## src/rtl/rf_pkg.sv

```systemverilog
// -----------------------------------------------------------------------------
// rf_pkg
// Shared constants and types for the register-file access controller.
//   RF_DATA_WIDTH  : register file word width
//   RF_ADDR_WIDTH  : register address width (32 registers)
//   rf_state_e     : controller states, one request in flight at a time
// -----------------------------------------------------------------------------
`timescale 1ns/1ps
package rf_pkg;

    localparam int RF_DATA_WIDTH     = 32;
    localparam int RF_ADDR_WIDTH     = 5;
    localparam int RF_TIMEOUT_CYCLES = 255;
    localparam int RF_TIMER_WIDTH    = 8;

    typedef enum logic [2:0] {
        ST_IDLE   = 3'd0,
        ST_RD     = 3'd1,
        ST_CAP    = 3'd2,
        ST_OPV    = 3'd3,
        ST_WAITWB = 3'd4,
        ST_WR     = 3'd5
    } rf_state_e;

endpackage

```

## src/rtl/rf_wb_timer.sv

```systemverilog
// -----------------------------------------------------------------------------
// rf_wb_timer
// Write-back wait timer. Only built when RF_WB_TIMEOUT_EN is defined.
// The count is held at zero while i_run is low, so it is already clear on the
// first cycle of a wait, then advances once per cycle while i_run is high.
// Ports:
//   i_clk    : clock
//   i_rst_n  : synchronous active-low reset
//   i_run    : high while the controller waits for a result
//   o_tc     : terminal count, high in the TIMEOUT_CYCLES-th waiting cycle
// -----------------------------------------------------------------------------
`timescale 1ns/1ps
`ifdef RF_WB_TIMEOUT_EN
module rf_wb_timer
    import rf_pkg::*;
#(
    parameter int TIMEOUT_CYCLES = RF_TIMEOUT_CYCLES,
    parameter int CNT_WIDTH      = RF_TIMER_WIDTH
) (
    input  logic i_clk,
    input  logic i_rst_n,
    input  logic i_run,
    output logic o_tc
);

    logic [CNT_WIDTH-1:0] r_count;

    always_ff @(posedge i_clk) begin
        if (!i_rst_n) begin
            r_count <= '0;
        end else if (!i_run) begin
            r_count <= '0;
        end else begin
            r_count <= r_count + 1'b1;
        end
    end

    // The count starts at 0 in the first waiting cycle, so TIMEOUT_CYCLES-1
    // marks the last cycle of the allowed wait.
    assign o_tc = i_run && (r_count == CNT_WIDTH'(TIMEOUT_CYCLES - 1));

endmodule
`endif

```

## src/rtl/rf_access_ctrl.sv

```systemverilog
// -----------------------------------------------------------------------------
// rf_access_ctrl
// Initiator side of the 32x32 register file port. Takes one decoded
// instruction, reads both source operands, hands them to the ALU with a
// valid/ready handshake, then accepts the result and writes it back.
// Optional feature macro: RF_WB_TIMEOUT_EN (abandon a write-back that never
// arrives and pulse err).
// Ports:
//   CLK, RST            : clock, synchronous active-low reset
//   in_valid/in_ready   : request handshake; in_rs/in_rt/in_rd/in_wb payload
//   rf_read/rf_write    : register file strobes, never both high
//   rf_addr_r1/r2/w     : register file addresses
//   rf_data_w           : write data; rf_data_r1/r2 read data
//   op_valid/op_ready   : operand handshake toward the ALU; op_a/op_b operands
//   wb_valid/wb_ready   : result handshake from the ALU; wb_data result
//   err                 : one-cycle write-back timeout pulse
// -----------------------------------------------------------------------------
`timescale 1ns/1ps
module rf_access_ctrl
    import rf_pkg::*;
#(
    parameter int DATA_WIDTH     = RF_DATA_WIDTH,
    parameter int ADDR_WIDTH     = RF_ADDR_WIDTH,
    parameter int ZERO_REG_PROT  = 1,
    parameter int TIMEOUT_CYCLES = RF_TIMEOUT_CYCLES
) (
    input  logic                  CLK,
    input  logic                  RST,
    input  logic                  in_valid,
    output logic                  in_ready,
    input  logic [ADDR_WIDTH-1:0] in_rs,
    input  logic [ADDR_WIDTH-1:0] in_rt,
    input  logic [ADDR_WIDTH-1:0] in_rd,
    input  logic                  in_wb,
    output logic                  rf_read,
    output logic                  rf_write,
    output logic [ADDR_WIDTH-1:0] rf_addr_r1,
    output logic [ADDR_WIDTH-1:0] rf_addr_r2,
    output logic [ADDR_WIDTH-1:0] rf_addr_w,
    output logic [DATA_WIDTH-1:0] rf_data_w,
    input  logic [DATA_WIDTH-1:0] rf_data_r1,
    input  logic [DATA_WIDTH-1:0] rf_data_r2,
    output logic                  op_valid,
    input  logic                  op_ready,
    output logic [DATA_WIDTH-1:0] op_a,
    output logic [DATA_WIDTH-1:0] op_b,
    input  logic                  wb_valid,
    output logic                  wb_ready,
    input  logic [DATA_WIDTH-1:0] wb_data,
    output logic                  err
);

    rf_state_e             r_state;
    rf_state_e             w_nextState;
    logic [ADDR_WIDTH-1:0] r_rs;
    logic [ADDR_WIDTH-1:0] r_rt;
    logic [ADDR_WIDTH-1:0] r_rd;
    logic                  r_wb;
    logic [DATA_WIDTH-1:0] r_opA;
    logic [DATA_WIDTH-1:0] r_opB;
    logic [DATA_WIDTH-1:0] r_wbData;
    logic                  w_timeout;
    logic                  w_writeBlocked;

`ifdef RF_WB_TIMEOUT_EN
    rf_wb_timer #(
        .TIMEOUT_CYCLES (TIMEOUT_CYCLES),
        .CNT_WIDTH      (RF_TIMER_WIDTH)
    ) u_wb_timer (
        .i_clk   (CLK),
        .i_rst_n (RST),
        .i_run   (r_state == ST_WAITWB),
        .o_tc    (w_timeout)
    );
`else
    assign w_timeout = 1'b0;
`endif

    // A write-back to register 0 still walks through WR so the sequencing is
    // identical; only the strobe itself is withheld.
    assign w_writeBlocked = (ZERO_REG_PROT != 0) && (r_rd == '0);

    // State register plus all datapath captures.
    always_ff @(posedge CLK) begin
        if (!RST) begin
            r_state  <= ST_IDLE;
            r_rs     <= '0;
            r_rt     <= '0;
            r_rd     <= '0;
            r_wb     <= 1'b0;
            r_opA    <= '0;
            r_opB    <= '0;
            r_wbData <= '0;
        end else begin
            r_state <= w_nextState;
            if (r_state == ST_IDLE && in_valid) begin
                r_rs <= in_rs;
                r_rt <= in_rt;
                r_rd <= in_rd;
                r_wb <= in_wb;
            end
            if (r_state == ST_CAP) begin
                r_opA <= rf_data_r1;
                r_opB <= rf_data_r2;
            end
            if (r_state == ST_WAITWB && wb_valid) begin
                r_wbData <= wb_data;
            end
        end
    end

    // Next-state and strobe decode. A result arriving in the same cycle as the
    // timeout still wins, since it is already valid.
    always_comb begin
        w_nextState = r_state;
        in_ready    = 1'b0;
        rf_read     = 1'b0;
        rf_write    = 1'b0;
        rf_addr_r1  = '0;
        rf_addr_r2  = '0;
        rf_addr_w   = '0;
        rf_data_w   = '0;
        op_valid    = 1'b0;
        wb_ready    = 1'b0;
        err         = 1'b0;
        case (r_state)
            ST_IDLE: begin
                // Gated by RST so every output reads 0 while reset is held.
                in_ready = RST;
                if (in_valid) w_nextState = ST_RD;
            end
            ST_RD: begin
                rf_read     = 1'b1;
                rf_addr_r1  = r_rs;
                rf_addr_r2  = r_rt;
                w_nextState = ST_CAP;
            end
            ST_CAP: begin
                rf_read     = 1'b1;
                rf_addr_r1  = r_rs;
                rf_addr_r2  = r_rt;
                w_nextState = ST_OPV;
            end
            ST_OPV: begin
                op_valid = 1'b1;
                if (op_ready) w_nextState = r_wb ? ST_WAITWB : ST_IDLE;
            end
            ST_WAITWB: begin
                wb_ready = 1'b1;
                if (wb_valid) begin
                    w_nextState = ST_WR;
                end else if (w_timeout) begin
                    err         = 1'b1;
                    w_nextState = ST_IDLE;
                end
            end
            ST_WR: begin
                rf_write    = !w_writeBlocked;
                rf_addr_w   = r_rd;
                rf_data_w   = r_wbData;
                w_nextState = ST_IDLE;
            end
            default: w_nextState = ST_IDLE;
        endcase
    end

    assign op_a = r_opA;
    assign op_b = r_opB;

endmodule

```

## config.mk

```make
export PLATFORM = sky130hd
export DESIGN_NAME = rf_access_ctrl
export DESIGN_NICKNAME = d
export VERILOG_FILES = /design/src/rtl/rf_pkg.sv /design/src/rtl/rf_wb_timer.sv /design/src/rtl/rf_access_ctrl.sv
export SDC_FILE = /design/constraint.sdc
export NUM_CORES = 1
export LEC_CHECK = 0
export BUFFER_PORTS_ARGS = -buffer_cell sky130_fd_sc_hd__buf_2
export CORE_ASPECT_RATIO = 1.4
export CORE_MARGIN = 1
export CORE_UTILIZATION = 37
export DETAILED_ROUTE_END_ITERATION = 7
export GPL_TIMING_DRIVEN = 0
export PLACE_DENSITY_LB_ADDON = 0.1
export SLEW_MARGIN = 20
export SYNTH_ARGS = -nofsm -noshare
export SYNTH_HDL_FRONTEND = slang
export SYNTH_HIERARCHICAL = 1
export SYNTH_SLANG_ARGS = --single-unit
```

## constraint.sdc

```tcl
create_clock -name CLK -period 2.5 [get_ports CLK]
set_input_delay 0.5 -clock CLK [delete_from_list [all_inputs] [get_ports CLK]]
set_output_delay 0.5 -clock CLK [all_outputs]
set_load 0.005 [all_outputs]
```

==> results.sh, run 1 <==
export IMPL_dieWidth_microns=98.11
export IMPL_max_freq_mhz=423.2
export IMPL_power_density_mw_per_mm2=751.3
export IMPL_netlist_top_cells_area="dfxtp_1 (48%), nand2_1 (15%), a21boi_1 (9.4%)"
export IMPL_path_max_fanout=10
export IMPL_floorplan_die_area_sq_mm=0.01340
export IMPL_clock_sinks=115
export IMPL_grt_ovfl_total=0
export IMPL_drive_gt1_share_pct=36.54
export IMPL_cts_setup_buffers=0
export IMPL_synth_top_area_share_pct=48.12
export IMPL_switching_share_pct=21.56
export IMPL_internal_power_mw=3.998
export IMPL_placed_area_sq_mm=0.006133
export IMPL_cp_start_kind="flop"
export IMPL_vias=4611
export IMPL_power_share_clock_pct=51.8
export IMPL_ys_types=30
export IMPL_root_buffer="clkbuf_16"
export IMPL_pwr_share_seq_pct=38.3
export IMPL_slew_viol_final=0
export IMPL_synth_area_sq_mm=0.004785
export IMPL_grt_max_degree=17
export IMPL_clock_path_buffers=2
export IMPL_drc=18
export IMPL_violations="design-rule violations"
export IMPL_p_leak_nw=3.164
export IMPL_antenna_left=0
export IMPL_dpl_hpwl_microns=10240
export IMPL_period_needed_ns=2.363
export IMPL_critPathKind="reg2out"
export IMPL_ys_seq_elements=115
export IMPL_arrival_ns=1.86
export IMPL_nets=938
export IMPL_nFillCells=1234
export IMPL_setup_viol=0
export IMPL_fp_dieH_microns=136.6
export IMPL_hold_viol=0
export IMPL_fin_area_sq_mm=0.006784
export IMPL_p_total_mw=5.097
export IMPL_dp_slack_ns=0.4431
export IMPL_crit_required_ns=2.00
export IMPL_area_growth_syn_to_layout_pct=41.79
export IMPL_wl_microns=13430
export IMPL_start_util_pct=38.30
export IMPL_clkLatencyLatePin_ns=0.40
export IMPL_hold_class="in2reg"
export IMPL_antenna_cells=0
export IMPL_core_area_sq_mm=0.01249
export IMPL_postSynthCellCount=570
export IMPL_cp_end_kind="output pin"
export IMPL_outcome="finished with violations"
export IMPL_vdd_drop_max_mv=0.5018
export IMPL_grt_usage_pct=20.36
export IMPL_final_common_cell="buf_2"
export IMPL_mostFrequentLayoutCells="buf_2 (239), nand2_1 (192), dfxtp_1 (115)"
export IMPL_place_gp_congestion=0.7423
export IMPL_cts_hold_fix_buffers=0
export IMPL_syn_nets=687
export IMPL_finClkSkew_ns=0.007078
export IMPL_worstPathCellList="buf_4 -> and3b_1 -> buf_2 -> clkbuf_2 -> and2_1 -> buf_2"
export IMPL_routedWlPerCell_microns=13.67
export IMPL_maxCapViolations=0
export IMPL_numCtsBuffers=17
export IMPL_worst_path_most_repeated_cell="buf_2"
export IMPL_setup_ws_ns=0.1369
export IMPL_grt_pass1_wl_microns=21220
export IMPL_cts_tree="done"
export IMPL_grt_pass1_vias=4458
export IMPL_htree_levels=4
export IMPL_port_buffers=232
export IMPL_syn_avg_cell_area_sq_um=8.394
export IMPL_drt_initial_drc_count=125
export IMPL_cpPeakStageDelay_ns=0.33
export IMPL_ys_seq_area_share_pct=48.12
export IMPL_power_frac_comb_pct=9.8
export IMPL_power_switching_mw=1.099
export IMPL_timing_final_crit_share_pct=94.52
export IMPL_yosysWarnings=6
export IMPL_postCtsResizedCells=1
export IMPL_ios=234
export IMPL_clkTransAtPathRegs_ns=0.05
export IMPL_cpMaxStageDelayCell="dfxtp_1"
export IMPL_rows=48
export IMPL_antenna_found_initial=0
export IMPL_rsz0062_at_grt="no"
export IMPL_dr_pass1_iters=6
export IMPL_fin_setup_tns_ns=0
export IMPL_vias_per_cell=4.696
export IMPL_synth_largest_area_cell="dfxtp_1"
logic make-up (layout without fill, tap and decap cells):
| group | count (synthesis) | in the layout | synth area share, % |
|---|---|---|---|
| xor gates and xnor gates | 1 | 1 | 0.1831 |
| DFF | 115 | 115 | 48.12 |
| and+or+nand+nor | 288 | 288 | 27.67 |
| other | 1 | 1 | 0.07838 |
| AOI/OAI and AO/OA | 116 | 116 | 17.34 |
| buffers and inverters | 49 | 311 | 6.616 |
registers in the layout, summed over array words and instances (netlist names):
signal,flops
r_rs,5
op_b,32
r_state,3
r_wbData,32
op_a,32
r_rt,5
r_wb,1
r_rd,5
synthesized netlist by cell type:
cell,instances
a21boi_0,10
and3b_1,2
buf_8,1
buf_2,7
and4bb_2,1
o31a_1,1
nor2_1,2
clkbuf_1,21
or4b_1,1
nor3_1,1
dfxtp_1,115
or4_1,1
nor3b_2,1
a21boi_1,60
nor4b_4,1
and2_1,49
a21boi_2,10
buf_4,10
nand3_1,32
or3b_1,1
nand2b_1,1
nor3b_1,2
conb_1,1
nand2_1,192
o21ai_0,32
and4b_1,1
a211oi_1,1
buf_6,10
xnor2_1,1
o21a_1,2
layout make-up:
class	instances	area, sq um	area share [%]
clock inverter	9	177.7	2.619
sequential	115	2302	33.94
multi-input combinational	406	2166	31.93
tap	150	187.7	2.767
timing repair buffer	232	1161	17.12
buffer	49	319.1	4.703
clock buffer	21	470.5	6.935
final timing paths:
| path | endpoint | slack [ns] | start | cells after the start |
|---|---|---|---|---|
| max | rf_data_w[23] | 0.14 | r_state[1] | 6 |
| min reg2reg | op_b[9] | 0.45 | op_b[9] | 2 |
| max reg2reg | r_wbData[26] | 0.98 | r_state[1] | 4 |
| min | r_wbData[16] | 0.31 | wb_data[16] | 3 |
power groups by stage:
stage          Clock [mW]  Combinational (mW)  Sequential, mW
2_1_floorplan           0               0.274            1.99
3_3_place_gp            0               0.498            1.99
3_5_place_dp            0               0.508            1.99
4_1_cts              2.70               0.510            1.95
5_1_grt              2.78               0.562            1.96
6_report             2.64               0.501            1.95
metal layers:
layer	track usage, %	vias to the layer above	share of wire [%]
li1	-	2353	-
met4	8.418	0	1.9
met2	36.58	149	52
met5	0	-	0
met3	5.720	17	6.2
met1	22.51	2092	40
critical path: cells and delay by family (launching register included):
kind / cells / cell delay, ns
buffers and inverters: 4 / 0.74
AND/OR/NAND/NOR: 2 / 0.38
flip-flops: 1 / 0.33
per-stage QoR:
| step | hold slack (ns) | std cells | utilization (%) |
|---|---|---|---|
| 5_1_grt | 0.3017 | 982 | 54.31 |
| 3_3_place_gp | 0.4362 | 952 | 49.10 |
| 2_1_floorplan | 0.4314 | 570 | - |
| 6_report | 0.3077 | 982 | 54.31 |
| 4_1_cts | 0.2956 | 982 | 54.30 |
| 3_5_place_dp | 0.4417 | 952 | 49.10 |
Note: power is estimated with default switching activity, not from simulation.
==> inputs of run 2 (changes only) <==
--- a/config.mk
+++ b/config.mk
@@ -9,6 +9,7 @@
 export CORE_ASPECT_RATIO = 1.4
 export CORE_MARGIN = 1
 export CORE_UTILIZATION = 37
+export CTS_BUF_LIST = sky130_fd_sc_hd__clkbuf_4 sky130_fd_sc_hd__clkbuf_8 sky130_fd_sc_hd__clkbuf_16
 export DETAILED_ROUTE_END_ITERATION = 7
 export GPL_TIMING_DRIVEN = 0
 export PLACE_DENSITY_LB_ADDON = 0.1
==> run 2 against run 1 <==
  * The flow still finishes with violations (design-rule violations)
  * Fmax rose by 0.29%
  * Flip-flop and latch count unchanged
  * Highest routed layer unchanged
  * Largest cell class unchanged
  * Count of clock-buffer cells in the layout is the same
  * Routed wire length hardly changed
  * Critical path depth unchanged
  * Utilization hardly changed
  * Cell count unchanged
==> results.sh, run 2 (synthesis gave the netlist of run 1 again) <==
export IMPL_timing_final_crit_share_pct=94.25
export IMPL_dieWidth_microns=98.11
export IMPL_slew_viol_final=0
export IMPL_grt_pass1_vias=4458
export IMPL_path_max_fanout=10
export IMPL_placed_area_sq_mm=0.006133
export IMPL_grt_max_degree=17
export IMPL_port_buffers=232
export IMPL_fin_area_sq_mm=0.006788
export IMPL_cp_end_kind="output pin"
export IMPL_power_share_clock_pct=52.0
export IMPL_switching_share_pct=21.57
export IMPL_pwr_share_seq_pct=38.2
export IMPL_final_cells=982
export IMPL_routedWlPerCell_microns=13.68
export IMPL_root_buffer="clkbuf_16"
export IMPL_ff2ff_setup_slack_ns=0.98
export IMPL_core_area_sq_mm=0.01249
export IMPL_dpl_hpwl_microns=10240
export IMPL_setup_viol=0
export IMPL_numCtsBuffers=17
export IMPL_cp_start_kind="flop"
export IMPL_fin_setup_tns_ns=0
export IMPL_rr_endpoint="r_wbData[26]"
export IMPL_wl_microns=13440
export IMPL_hold_viol=0
export IMPL_power_frac_comb_pct=9.8
export IMPL_dr_pass1_iters=6
export IMPL_clock_sinks=115
export IMPL_r2r_start="r_state[1]"
export IMPL_vdd_drop_max_mv=0.5027
export IMPL_outcome="finished with violations"
export IMPL_min_from="wb_data[14]"
export IMPL_place_inst=952
export IMPL_power_switching_mw=1.103
export IMPL_start_util_pct=38.30
export IMPL_nFillCells=1233
export IMPL_htree_levels=4
export IMPL_floorplan_die_area_sq_mm=0.01340
export IMPL_antenna_cells=0
export IMPL_cts_hold_fix_buffers=0
export IMPL_fp_dieH_microns=136.6
export IMPL_grt_pass1_wl_microns=21220
export IMPL_worstRegToRegCells=4
export IMPL_clkLatencyLatePin_ns=0.41
export IMPL_hold_class="in2reg"
export IMPL_power_density_mw_per_mm2=753.0
export IMPL_drc=18
export IMPL_rows=48
export IMPL_hold_depth=3
export IMPL_nets=938
export IMPL_vias=4605
export IMPL_drive_gt1_share_pct=36.66
export IMPL_grt_usage_pct=20.36
export IMPL_antenna_found_initial=0
export IMPL_mostFrequentLayoutCells="buf_2 (239), nand2_1 (192), dfxtp_1 (115)"
export IMPL_crit_required_ns=2.00
export IMPL_post_route_util_pct=54.34
export IMPL_clock_path_buffers=2
export IMPL_clkTransAtPathRegs_ns=0.05
export IMPL_ios=234
export IMPL_antenna_left=0
export IMPL_violations="design-rule violations"
export IMPL_vias_per_cell=4.689
export IMPL_max_freq_mhz=424.4
export IMPL_final_common_cell="buf_2"
export IMPL_area_growth_syn_to_layout_pct=41.87
export IMPL_grt_ovfl_total=0
export IMPL_cts_tree="done"
export IMPL_finClkSkew_ns=0.006798
export IMPL_p_leak_nw=3.167
export IMPL_rsz0062_at_grt="no"
export IMPL_maxCapViolations=0
export IMPL_min_to="r_wbData[14]"
export IMPL_critPathKind="reg2out"
export IMPL_internal_power_mw=4.009
export IMPL_place_gp_congestion=0.7423
export IMPL_drt_initial_drc_count=125
export IMPL_arrival_ns=1.86
export IMPL_period_needed_ns=2.356
-- run 2: cell counts in the layout (fill, tap and decap cells not counted) --
Identical to the previous run, type by type.
-- run 2: what timing repair did --
action,4_1_cts,5_1_grt
resized for setup,1,2
setup buffers,0,0
setup endpoints to repair,8,10
pin swaps,0,0
-- run 2: worst max-delay path by stage --
stage                    start             to  slack [ns]  cells past startpoint
global placement    r_state[1]  rf_data_w[19]        0.48                      6
finish              r_state[1]  rf_data_w[23]        0.14                      6
CTS                 r_state[1]  rf_data_w[23]        0.02                      6
global route        r_state[1]   rf_data_w[6]        0.02                      6
floorplan           r_state[1]  rf_data_w[10]        0.83                      5
detailed placement  r_state[1]   rf_data_w[8]        0.44                      6
-- run 2: stage by stage --
stage / power (mW) / setup WS, ns / hold WS [ns]
after floorplan: 2.268 / 0.8284 / 0.4314
after global placement: 2.488 / 0.4769 / 0.4362
after detailed placement: 2.501 / 0.4431 / 0.4417
after CTS: 5.175 / 0.01866 / 0.2956
after global routing: 5.319 / 0.01679 / 0.3017
final: 5.111 / 0.1438 / 0.3094
-- run 2: power groups by stage --
stage | Clock, mW | Sequential [mW] | Combinational, mW
floorplan | 0 | 1.99 | 0.274
global placement | 0 | 1.99 | 0.498
detailed placement | 0 | 1.99 | 0.508
CTS | 2.71 | 1.95 | 0.510
global route | 2.79 | 1.96 | 0.562
finish | 2.66 | 1.95 | 0.500
-- run 2: worst max-delay path, cell delays in order (launching register included) --
cell	delay (ns)
dfxtp_1	0.33
buf_4	0.18
and3b_1	0.23
buf_2	0.23
clkbuf_2	0.22
and2_1	0.16
buf_2	0.11
-- run 2: routing by layer --
metal	vias to the layer above	track usage (%)	part of all wire, %	routed length (microns)
met4	0	8.418	1.8	247
met2	148	36.58	52	6991
met5	-	0	0	0
li1	2352	-	-	-
met3	18	5.720	6.3	853
met1	2087	22.51	40	5342
-- run 2: final cells by class --
cell class              instances  area [sq um]  area share (%)
flip-flops and latches        115          2302           33.92
plain buffers                  49         319.1           4.700
multi-input cells             406          2166           31.91
clock buffers                  21         474.2           6.986
repair buffers                232          1161           17.11
clock inverters                 9         177.7           2.618
well taps                     150         187.7           2.765
==> inputs of run 3 (changes only) <==
--- a/config.mk
+++ b/config.mk
@@ -8,7 +8,7 @@
 export BUFFER_PORTS_ARGS = -buffer_cell sky130_fd_sc_hd__buf_2
 export CORE_ASPECT_RATIO = 1.4
 export CORE_MARGIN = 1
-export CORE_UTILIZATION = 37
+export CORE_UTILIZATION = 50
 export CTS_BUF_LIST = sky130_fd_sc_hd__clkbuf_4 sky130_fd_sc_hd__clkbuf_8 sky130_fd_sc_hd__clkbuf_16
 export DETAILED_ROUTE_END_ITERATION = 7
 export GPL_TIMING_DRIVEN = 0
==> run 3 against run 2 <==
  * The run still ends with design-rule violations left
  * Combinational power hardly changed
  * Sequential share of layout area is 0.79 points higher
  * Register-to-register slack hardly changed
  * Largest cell class unchanged
  * Largest power group unchanged
  * Fmax is 1.2% higher
  * Sequential power hardly changed
==> results.sh, run 3 (synthesis gave the netlist of run 1 again) <==
export IMPL_outcome="finished with violations"
export IMPL_violations="design-rule violations"
export IMPL_drive_gt1_share_pct=36.58
export IMPL_slew_viol_final=0
export IMPL_cp_start_kind="flop"
export IMPL_drt_initial_drc_count=208
export IMPL_start_util_pct=52.40
export IMPL_timing_final_crit_share_pct=93.09
export IMPL_ff2ff_setup_slack_ns=0.98
export IMPL_vias_per_cell=4.959
export IMPL_hold_viol=0
export IMPL_floorplan_die_area_sq_mm=0.009970
export IMPL_maxCapViolations=0
export IMPL_final_common_cell="buf_2"
export IMPL_dr_pass1_iters=6
export IMPL_min_to="r_wbData[5]"
export IMPL_mostFrequentLayoutCells="buf_2 (239), nand2_1 (192), dfxtp_1 (115)"
export IMPL_max_freq_mhz=429.7
export IMPL_clock_sinks=115
export IMPL_cpPeakStageDelay_ns=0.33
export IMPL_grt_max_degree=17
export IMPL_rr_endpoint="r_wbData[27]"
export IMPL_r2r_start="r_state[2]"
export IMPL_clock_path_buffers=2
export IMPL_fp_dieH_microns=117.7
export IMPL_rows=41
export IMPL_place_inst=909
export IMPL_clkTransAtPathRegs_ns=0.05
export IMPL_worstRegToRegCells=4
export IMPL_min_from="wb_data[5]"
export IMPL_place_gp_congestion=0.8096
export IMPL_wl_microns=12690
export IMPL_antenna_cells=0
export IMPL_power_density_mw_per_mm2=707.4
export IMPL_numCtsBuffers=17
export IMPL_grt_pass1_wl_microns=20310
export IMPL_cts_hold_fix_buffers=0
export IMPL_worst_path_most_repeated_cell="buf_2"
export IMPL_finClkSkew_ns=0.006185
export IMPL_vdd_drop_max_mv=0.4722
export IMPL_critPathKind="reg2out"
export IMPL_arrival_ns=1.83
export IMPL_cpMaxStageDelayCell="dfxtp_1"
export IMPL_crit_start="r_state[1]"
export IMPL_root_buffer="clkbuf_16"
export IMPL_htree_levels=4
export IMPL_register_area_sq_mm=0.002302
export IMPL_clkLatencyLatePin_ns=0.40
export IMPL_setup_viol=0
export IMPL_multi_input_area_sq_mm=0.002166
export IMPL_path_max_fanout=10
export IMPL_period_needed_ns=2.327
export IMPL_antenna_left=0
export IMPL_cts_tree="done"
export IMPL_ios=234
export IMPL_dpl_hpwl_microns=9488
export IMPL_crit_required_ns=2.00
export IMPL_area_growth_syn_to_layout_pct=38.62
export IMPL_grt_usage_pct=25.91
export IMPL_port_buffers=232
export IMPL_nFillCells=767
export IMPL_routedWlPerCell_microns=13.53
export IMPL_core_area_sq_mm=0.009131
export IMPL_dieWidth_microns=84.68
export IMPL_hold_depth=3
export IMPL_fin_setup_tns_ns=0
export IMPL_grt_pass1_vias=4561
export IMPL_hold_class="in2reg"
export IMPL_drc=17
export IMPL_vias=4652
export IMPL_hold_ws_ns=0.3127
export IMPL_antenna_found_initial=0
export IMPL_worstPathCellList="buf_4 -> and3b_1 -> buf_2 -> clkbuf_2 -> and2_1 -> buf_2"
export IMPL_p_leak_nw=3.138
export IMPL_cp_end_kind="output pin"
export IMPL_nets=938
export IMPL_grt_ovfl_total=0
export IMPL_final_cells=938
export IMPL_rsz0062_at_grt="no"
-- run 3: how the worst max path moves through the flow --
stage | end | slack, ns | cells after the start
3_5_place_dp | rf_data_w[23] | 0.48 | 6
6_report | rf_data_w[6] | 0.17 | 6
3_3_place_gp | rf_data_w[15] | 0.51 | 6
4_1_cts | rf_data_w[23] | 0.03 | 6
2_1_floorplan | rf_data_w[10] | 0.83 | 5
5_1_grt | rf_data_w[12] | 0.06 | 6
-- run 3: cell type report --
type	count	area share [%]
plain buffers	49	4.810
clock buffers	23	7.470
clock inverters	6	0.8300
multi-input cells	406	32.65
flip-flops and latches	115	34.71
well taps	107	2.018
repair buffers	232	17.51
-- run 3: timing repair --
action	4_1_cts	5_1_grt
gates resized for setup	0	4
endpoints found under the setup margin	0	20
buffers inserted	0	0
-- run 3: routing by layer --
layer  wire, microns  track usage (%)  vias up
li1                -                -     2350
met4             397            12.92        0
met1            4730            25.52     2101
met5               0                0        -
met3             896            7.854       32
met2            6665            48.12      169
-- run 3: critical path, delay by kind of cell, from the launching register on --
family | cells | cell delay, ns
buffers and inverters | 4 | 0.72
DFF | 1 | 0.33
and+or+nand+nor | 2 | 0.38
-- run 3: power breakdown --
group	switching (mW)	leakage, nW	internal (mW)
Combinational	0.253	1.92	0.249
Sequential	0.0385	0.934	1.92
Clock	0.770	0.281	1.46
-- run 3: metrics by stage --
| stage | total power [mW] | util (%) | worst slack [ns] | instance area [sq um] |
|---|---|---|---|---|
| 3_5_place_dp | 2.494 | 66.58 | 0.4812 | 6080 |
| 3_3_place_gp | 2.479 | 66.58 | 0.5051 | 6080 |
| 6_report | 4.692 | 72.64 | 0.1727 | 6633 |
| 2_1_floorplan | 2.268 | - | 0.8284 | 4785 |
| 4_1_cts | 4.727 | 72.61 | 0.03481 | 6630 |
| 5_1_grt | 4.872 | 72.64 | 0.05569 | 6633 |
